--- src/rtl/usb_crc_rx_check.sv ---
// Receive-side CRC16 checker for USB DATA packets: skips the PID byte, runs the
// USB CRC16 over data plus received CRC, and reports the end-of-packet verdict.
module usb_crc_rx_check #(
    parameter int          CNT_W    = 11,
    parameter logic [15:0] RESIDUAL = 16'h800D
) (
    input  logic             clk,
    input  logic             rst,
    input  logic             rx_sop,
    input  logic             rx_bit,
    input  logic             rx_shift,
    input  logic             rx_hold,
    input  logic             rx_eop,
    output logic [15:0]      crc_16,
    output logic             crc_done,
    output logic             crc_ok,
    output logic             crc_err,
    output logic             align_err,
    output logic             short_err,
    output logic [CNT_W-1:0] data_bytes,
    output logic [1:0]       fsm_state
);

    // Strobe semantics: rx_sop/rx_eop are single-cycle events with no backpressure;
    // a bit is consumed only when rx_shift=1 and rx_hold=0 in the same cycle.
    typedef enum logic [1:0] {
        IDLE = 2'd0,
        PID  = 2'd1,
        DATA = 2'd2,
        DONE = 2'd3
    } state_t;

    state_t           state;
    logic [15:0]      crc_q;
    logic [2:0]       bit_cnt;
    logic [2:0]       pid_cnt;
    logic [CNT_W-1:0] byte_cnt;

    logic             acc;
    logic             fb;
    logic [15:0]      crc_upd;
    logic [2:0]       bit_cnt_upd;
    logic [CNT_W-1:0] byte_cnt_upd;
    logic [15:0]      crc_eval;
    logic [2:0]       bit_eval;
    logic [CNT_W-1:0] byte_eval;
    logic             eval_align;
    logic             eval_short;
    logic             eval_ok;

    always_comb begin
        acc          = rx_shift && !rx_hold;
        fb           = rx_bit ^ crc_q[15];
        crc_upd      = {crc_q[14] ^ fb, crc_q[13:2], crc_q[1] ^ fb, crc_q[0], fb};
        bit_cnt_upd  = bit_cnt + 3'd1;
        byte_cnt_upd = byte_cnt;
        if (bit_cnt == 3'd7 && byte_cnt != {CNT_W{1'b1}}) begin
            byte_cnt_upd = byte_cnt + CNT_W'(1);
        end
        // A bit arriving with rx_eop is absorbed before the verdict is taken
        crc_eval   = acc ? crc_upd : crc_q;
        bit_eval   = acc ? bit_cnt_upd : bit_cnt;
        byte_eval  = acc ? byte_cnt_upd : byte_cnt;
        eval_align = (bit_eval != 3'd0);
        eval_short = (byte_eval < CNT_W'(2));
        eval_ok    = (crc_eval == RESIDUAL) && !eval_align && !eval_short;
    end

    always_ff @(posedge clk) begin
        if (rst) begin
            state      <= IDLE;
            crc_q      <= 16'hFFFF;
            bit_cnt    <= 3'd0;
            pid_cnt    <= 3'd0;
            byte_cnt   <= '0;
            crc_done   <= 1'b0;
            crc_ok     <= 1'b0;
            crc_err    <= 1'b0;
            align_err  <= 1'b0;
            short_err  <= 1'b0;
            data_bytes <= '0;
        end else if (rx_sop) begin
            state      <= PID;
            crc_q      <= 16'hFFFF;
            bit_cnt    <= 3'd0;
            pid_cnt    <= 3'd0;
            byte_cnt   <= '0;
            crc_done   <= 1'b0;
            crc_ok     <= 1'b0;
            crc_err    <= 1'b0;
            align_err  <= 1'b0;
            short_err  <= 1'b0;
            data_bytes <= '0;
        end else begin
            crc_done <= 1'b0;
            case (state)
                IDLE: begin
                    state <= IDLE;
                end
                PID: begin
                    if (rx_eop) begin
                        state      <= DONE;
                        crc_done   <= 1'b1;
                        crc_ok     <= 1'b0;
                        crc_err    <= 1'b1;
                        align_err  <= 1'b0;
                        short_err  <= 1'b1;
                        data_bytes <= '0;
                    end else if (acc) begin
                        pid_cnt <= pid_cnt + 3'd1;
                        if (pid_cnt == 3'd7) begin
                            state   <= DATA;
                            bit_cnt <= 3'd0;
                        end
                    end
                end
                DATA: begin
                    if (acc) begin
                        crc_q    <= crc_upd;
                        bit_cnt  <= bit_cnt_upd;
                        byte_cnt <= byte_cnt_upd;
                    end
                    if (rx_eop) begin
                        state      <= DONE;
                        crc_done   <= 1'b1;
                        crc_ok     <= eval_ok;
                        crc_err    <= !eval_ok;
                        align_err  <= eval_align;
                        short_err  <= eval_short;
                        data_bytes <= eval_short ? '0 : byte_eval - CNT_W'(2);
                    end
                end
                DONE: begin
                    state <= IDLE;
                end
                default: begin
                    state <= IDLE;
                end
            endcase
        end
    end

    assign crc_16    = crc_q;
    assign fsm_state = state;

endmodule
--- config.mk ---
export PLATFORM = sky130hd
export DESIGN_NAME = usb_crc_rx_check
export DESIGN_NICKNAME = d
export VERILOG_FILES = /design/src/rtl/usb_crc_rx_check.sv
export SDC_FILE = /design/constraint.sdc
export NUM_CORES = 1
export LEC_CHECK = 0
export ABC_AREA = 1
export BUFFER_PORTS_ARGS = -buffer_cell sky130_fd_sc_hd__buf_2
export CAP_MARGIN = 25
export CORE_UTILIZATION = 55
export DETAILED_ROUTE_END_ITERATION = 6
export GPL_ROUTABILITY_DRIVEN = 0
export PLACE_DENSITY = 0.86
export SYNTH_ARGS = -nofsm -noshare
export SYNTH_HDL_FRONTEND = slang
export SYNTH_SLANG_ARGS = --single-unit
--- constraint.sdc ---
create_clock -name clk -period 3.75 [get_ports clk]
set_input_delay 0.5625 -clock clk [delete_from_list [all_inputs] [get_ports clk]]
set_output_delay 0.5625 -clock clk [all_outputs]
set_load 0.02 [all_outputs]
Yosys cells after proc, flatten, opt, wreduce, memory -nomap -nowiden
Cells that the tools add are included.
{"block": "totals", "register_bits": 51, "elab_cells": 88}
{"block": "classes", "n_addsub": 4, "order_cmp": 1, "n_eq_ne": 17, "n_mux": 29, "n_bitwise": 5, "n_reduce_logical": 20}
{"op": "11-bit two-way mux", "n": 5}
{"op": "11-bit case mux with 2 select lines", "n": 1}
{"op": "16-bit == test, second input constant", "n": 1}
{"op": "16-bit two-way mux", "n": 1}
{"op": "3-bit two-way mux", "n": 4}
{"op": "3-bit AND reduction", "n": 4}
{"op": "11-bit by 1-bit adder with 11-bit output, second input constant", "n": 1}
{"op": "11-bit by 2-bit < comparator with 1-bit output, second input constant", "n": 1}
{"op": "11-bit != test, second input constant", "n": 1}
{"op": "11-bit by 2-bit subtractor with 11-bit output, second input constant", "n": 1}
{"op": "2-bit != test, second input constant", "n": 5}
{"op": "3-bit != test, second input constant", "n": 3}
{"op": "1-bit two-way mux", "n": 8}
{"op": "2-bit two-way mux", "n": 4}
{"op": "4-bit != test, second input constant", "n": 2}
{"op": "1-bit case mux with 2 select lines", "n": 4}
{"op": "3-bit by 1-bit adder with 3-bit output, second input constant", "n": 2}
{"op": "3-bit == test, second input constant", "n": 2}
{"op": "2-bit case mux with 3 select lines", "n": 1}
{"op": "3-bit case mux with 2 select lines", "n": 1}
{"op": "2-bit OR reduction", "n": 3}
{"op": "2-bit == test, second input constant", "n": 2}
{"op": "1-bit logical AND", "n": 4}
{"op": "1-bit zero test", "n": 4}
{"op": "other kinds (8)", "n": 11}

Longest topological paths before layout
{"block": "depth", "depth_word": 10, "depth_mapped": 18, "depth_no_buf": 17}

Worst setup path after synthesis
No wires, ideal clock.
{"block": "synth_timing", "path_kind": "input port to flip-flop", "startpoint": "in rx_hold", "endpoint": "reg data_bytes[6]", "setup_time_ns": 0.134, "t_arrival_ns": 2.132, "t_required_ns": 3.616, "path_slack_ns": 1.485, "stages": 15, "n_path_buf": 2, "path_cell_list": "inv_1 > nand2_2 > nor2_4 > buf_6 > nand2_4 > o21ai_2 > ha_1 > inv_1 > a21oi_2 > nand3_2 > nor2_2 > nor2_2 > buf_6 > nand2_1 > a21oi_1"}
{"block": "synth_via", "elab_chain_cells": 7}
{"item": "from (decl)", "line": "12", "rtl": "input logic rx_hold,"}
{"item": "1-bit zero test *", "line": "52", "rtl": "acc = rx_shift && !rx_hold;"}
{"item": "1-bit logical AND *", "line": "52"}
{"item": "11-bit two-way mux *"}
{"item": "11-bit by 2-bit subtractor with 11-bit output / 11-bit by 2-bit < comparator with 1-bit output (equally long branches)", "line": "130, 65"}
{"item": "11-bit two-way mux *", "line": "130", "rtl": "data_bytes <= eval_short ? '0 : byte_eval - CNT_W'(2);"}
{"item": "11-bit two-way mux *", "line": "123", "rtl": "if (rx_eop) begin"}
{"item": "11-bit case mux with 2 select lines *", "line": "96", "rtl": "case (state)"}
{"item": "to (signal assigned)", "line": "130"}
{"item": "to (decl)", "line": "20", "rtl": "output logic [CNT_W-1:0] data_bytes,"}
Mark *: on every way between the ends. The rest lies on a longest branch, timed or not. The select of a mux whose other input is x is not followed.
A chain may end at the register's enable or synchronous reset.

Final worst setup path
{"block": "layout_timing", "startpoint": "in rx_hold", "endpoint": "reg data_bytes[3]"}
The elaborated chain is that of the path after synthesis.

==> results by group <==
Die
  • Initial Util: 58.65%
  • Chip Width: 73.67 um
  • Die area: 5427 um^2
  • Die H: 73.67 um
  • IO Pins: 41
  • Core area: 4817 um^2
  • Rows: 25

Run status
  • Status: finished, final reports clean

STA
  • Worst Tran Pin Value: 0.5238 ns
  • Final Setup Violations: 0
  • Min Tclk post-route: 2.699 ns
  • Max-slew violations: 0
  • Final period utilization: 71.98%
  • Worst Skew: 0.008379 ns
  • Setup TNS: 0 ns
  • Fin. Hold Viols: 0
  • Fmax: 370.5 MHz
  • RSZ-0062 raised after global routing: false
  • Rel. slew slack: 64.96%

Worst hold path
  • Hold path startpoint: rst
  • WHS Endpoint: fsm_state[0]
  • Hold Path Cell Cnt: 2
  • Hold WC Path Type: input port to register

Worst setup path
  • R2r startpoint: byte_cnt[1]
  • Reg-to-reg setup timing slack: 1.06 ns
  • Max FO, Critical Path: 26
  • Cell class contributing the biggest share of worst-path delay: simple AND/OR/NAND/NOR gates
  • CP Buf/Inv Count: 3
  • Critical-path top delay cell: nor2_4
  • R2R depth: 16
  • Critical path cell sequence: buf_2 -> inv_1 -> nand2_2 -> nor2_4 -> nand2_4 -> nand2_1 -> o21ai_2 -> ha_1 -> inv_1 -> a21oi_2 -> nand3_2 -> nor2_2 -> nor2_2 -> o21ai_0 -> a21oi_1
  • Setup crit end kind: register
  • Crit path kind: input port to register
  • CP arrival: 2.94 ns
  • Worst Path Required: 3.99 ns
  • Critical Path Source Type: input port
  • CP max stage delay: 0.40 ns
  • R2r endpoint: data_bytes[3]

Yosys
  • Cells after Synth: 398
  • Yosys cell types: 34
  • Net count after synthesis: 413
  • YS warnings: 0
  • Ys async rst share: 0%
  • EDFF count, synth: 0
  • FF+latch count, synth: 51
  • Prevailing post-synth register cell: dfxtp_1
  • Post-synthesis area per instance: 7.099 um^2
  • Mapped Area: 2825 um^2
  • Sequential share of the synthesized area: 36.14%

Global routing
  • Largest net degree at the start of global routing: 44
  • Gr ovfl total: 0
  • GRT Overall Usage: 23.20%
  • Vias in the first global route: 2317
  • First-pass GRT wire length: 9798 um
  • Initial antenna violation count: 0

Drt
  • WL final: 5968 um
  • Initial DRC Count: 180
  • Via count: 2641
  • Drt drc: 0
  • Via density: 5.303
  • Router iterations before antenna repair: 4
  • DRT antenna net count: 0
  • Post-DR wirelength/cell: 11.98 um

CTS
  • Post-CTS setup repair buffer count: 0
  • CTS tree: built
  • Reg clk slew, reported paths: 0.09 ns
  • CTS buffer count: 5
  • Max Buffers Root-to-Sink: 2
  • H-tree Lvls: 2
  • Hold-fix buffers, CTS: 0
  • CTS Root Buffer Type: clkbuf_8
  • Post-CTS sizing: 0
  • Latest clock arrival within the worst-skew pair: 0.30 ns
  • Clock sink total: 51

Placement
  • Cell area after placement: 3052 um^2
  • DPL Wire Length: 4199 um
  • IO buf count: 40

Final layout
  • Area Overhead vs Synth: 10.58%
  • N_diodes: 0
  • Layout filler cell count: 421
  • Commonest non-fill, non-tap cell in the layout: nand2_1
  • Design area: 3124 um^2
  • Most frequent cells in the layout: nand2_1, inv_1, dfxtp_1
  • Final nets: 447
  • Layout cells sized above 1: 19.26%

Power
  • Peak supply drop: 266.6 uV
  • Pwr dens: 317.9 nW/um^2
  • Static Leak: 1.436 nW
  • Total chip power: 0.9932 mW

Job
  • Max cap viols: 0
## flip-flops by register name (all words and copies together) (netlist names)
name	flops
bit_cnt	3
byte_cnt	11
pid_cnt	3
fsm_state	2
crc_err	1
data_bytes	11
short_err	1
crc_16	16
crc_ok	1
crc_done	1
align_err	1
## area by class of cell
cell class | instances | area (um^2) | share of cell area [%]
sequential | 51 | 1021 | 32.68
tap | 67 | 83.83 | 2.683
timing repair buffer | 44 | 230.2 | 7.369
clock buffer | 6 | 72.57 | 2.323
inverter | 54 | 202.7 | 6.488
multi-input combinational | 276 | 1514 | 48.46
## where the power goes
part	leakage [nW]	internal (mW)	switching (mW)
combinational	0.985	0.0442	0.0936
clock	0.0371	0.125	0.167
sequential	0.413	0.553	0.00997
## per-stage QoR
step	worst slack, ns	cells	hold slack, ns	utilization, %
finish	1.051	498	0.4295	64.86
floorplan	1.485	398	0.4427	-
CTS	1.097	498	0.4248	64.86
global placement	0.8956	492	0.4516	63.35
detailed placement	0.7733	492	0.4524	63.35
global route	0.8436	498	0.4312	64.86
## kinds of logic (layout without fill, tap and decap cells)
group,after synthesis,after routing,share of synthesized area [%]
AOI/OAI and AO/OA,100,100,19.13
xor gates and xnor gates,5,5,1.550
adders and majority gates,8,8,3.543
buffers and inverters,71,104,10.27
DFF,51,51,36.14
muxes,5,5,1.772
and+or+nand+nor,158,158,27.59
## cell usage after synthesis (2+ instances only)
cell type / number / area (um^2)
or2_2: 4 / 25.02
nand4_1: 9 / 56.30
o211ai_1: 3 / 22.52
ha_1: 8 / 100.1
a21oi_1: 45 / 225.2
xor2_1: 4 / 35.03
nor2_1: 24 / 90.09
clkinv_1: 2 / 7.510
buf_6: 3 / 33.78
nand3_2: 9 / 90.09
inv_1: 51 / 191.4
clkbuf_1: 12 / 45.04
mux2i_1: 5 / 50.05
a21oi_2: 2 / 17.52
dfxtp_1: 51 / 1021
nor3_1: 4 / 20.02
nor2_4: 2 / 22.52
o21ai_0: 44 / 220.2
nand2_1: 70 / 262.8
nand2_2: 7 / 43.79
o211a_1: 3 / 30.03
nor2_2: 6 / 37.54
nand3_1: 19 / 95.09
## per-layer routing
layer / vias to the layer above / track usage (%) / wire length, um
li1: 1375 / - / -
met5: - / 0 / 0
met1: 1187 / 29.53 / 2732
met3: 13 / 4.664 / 234
met2: 66 / 37.92 / 2907
met4: 0 / 10.26 / 92
## worst max path at each step
stage / slack [ns] / depth (start not counted) / endpoint / start
floorplan: 1.48 / 15 / data_bytes[6] / rx_hold
global placement: 0.90 / 15 / data_bytes[3] / rx_hold
detailed placement: 0.77 / 15 / data_bytes[3] / rx_hold
CTS: 1.10 / 15 / data_bytes[3] / rx_hold
global route: 0.84 / 15 / data_bytes[3] / rx_hold
finish: 1.05 / 15 / data_bytes[3] / rx_hold
## worst reg2reg max path: cells and delay by family, from the launching register on
kind / cells / cell delay [ns]
AOI/OAI and AO/OA: 3 / 0.42
adders and majority gates: 2 / 0.36
buffers and inverters: 3 / 0.22
DFF: 1 / 0.39
and+or+nand+nor: 8 / 1.25
(Power assumes the default switching activity.)
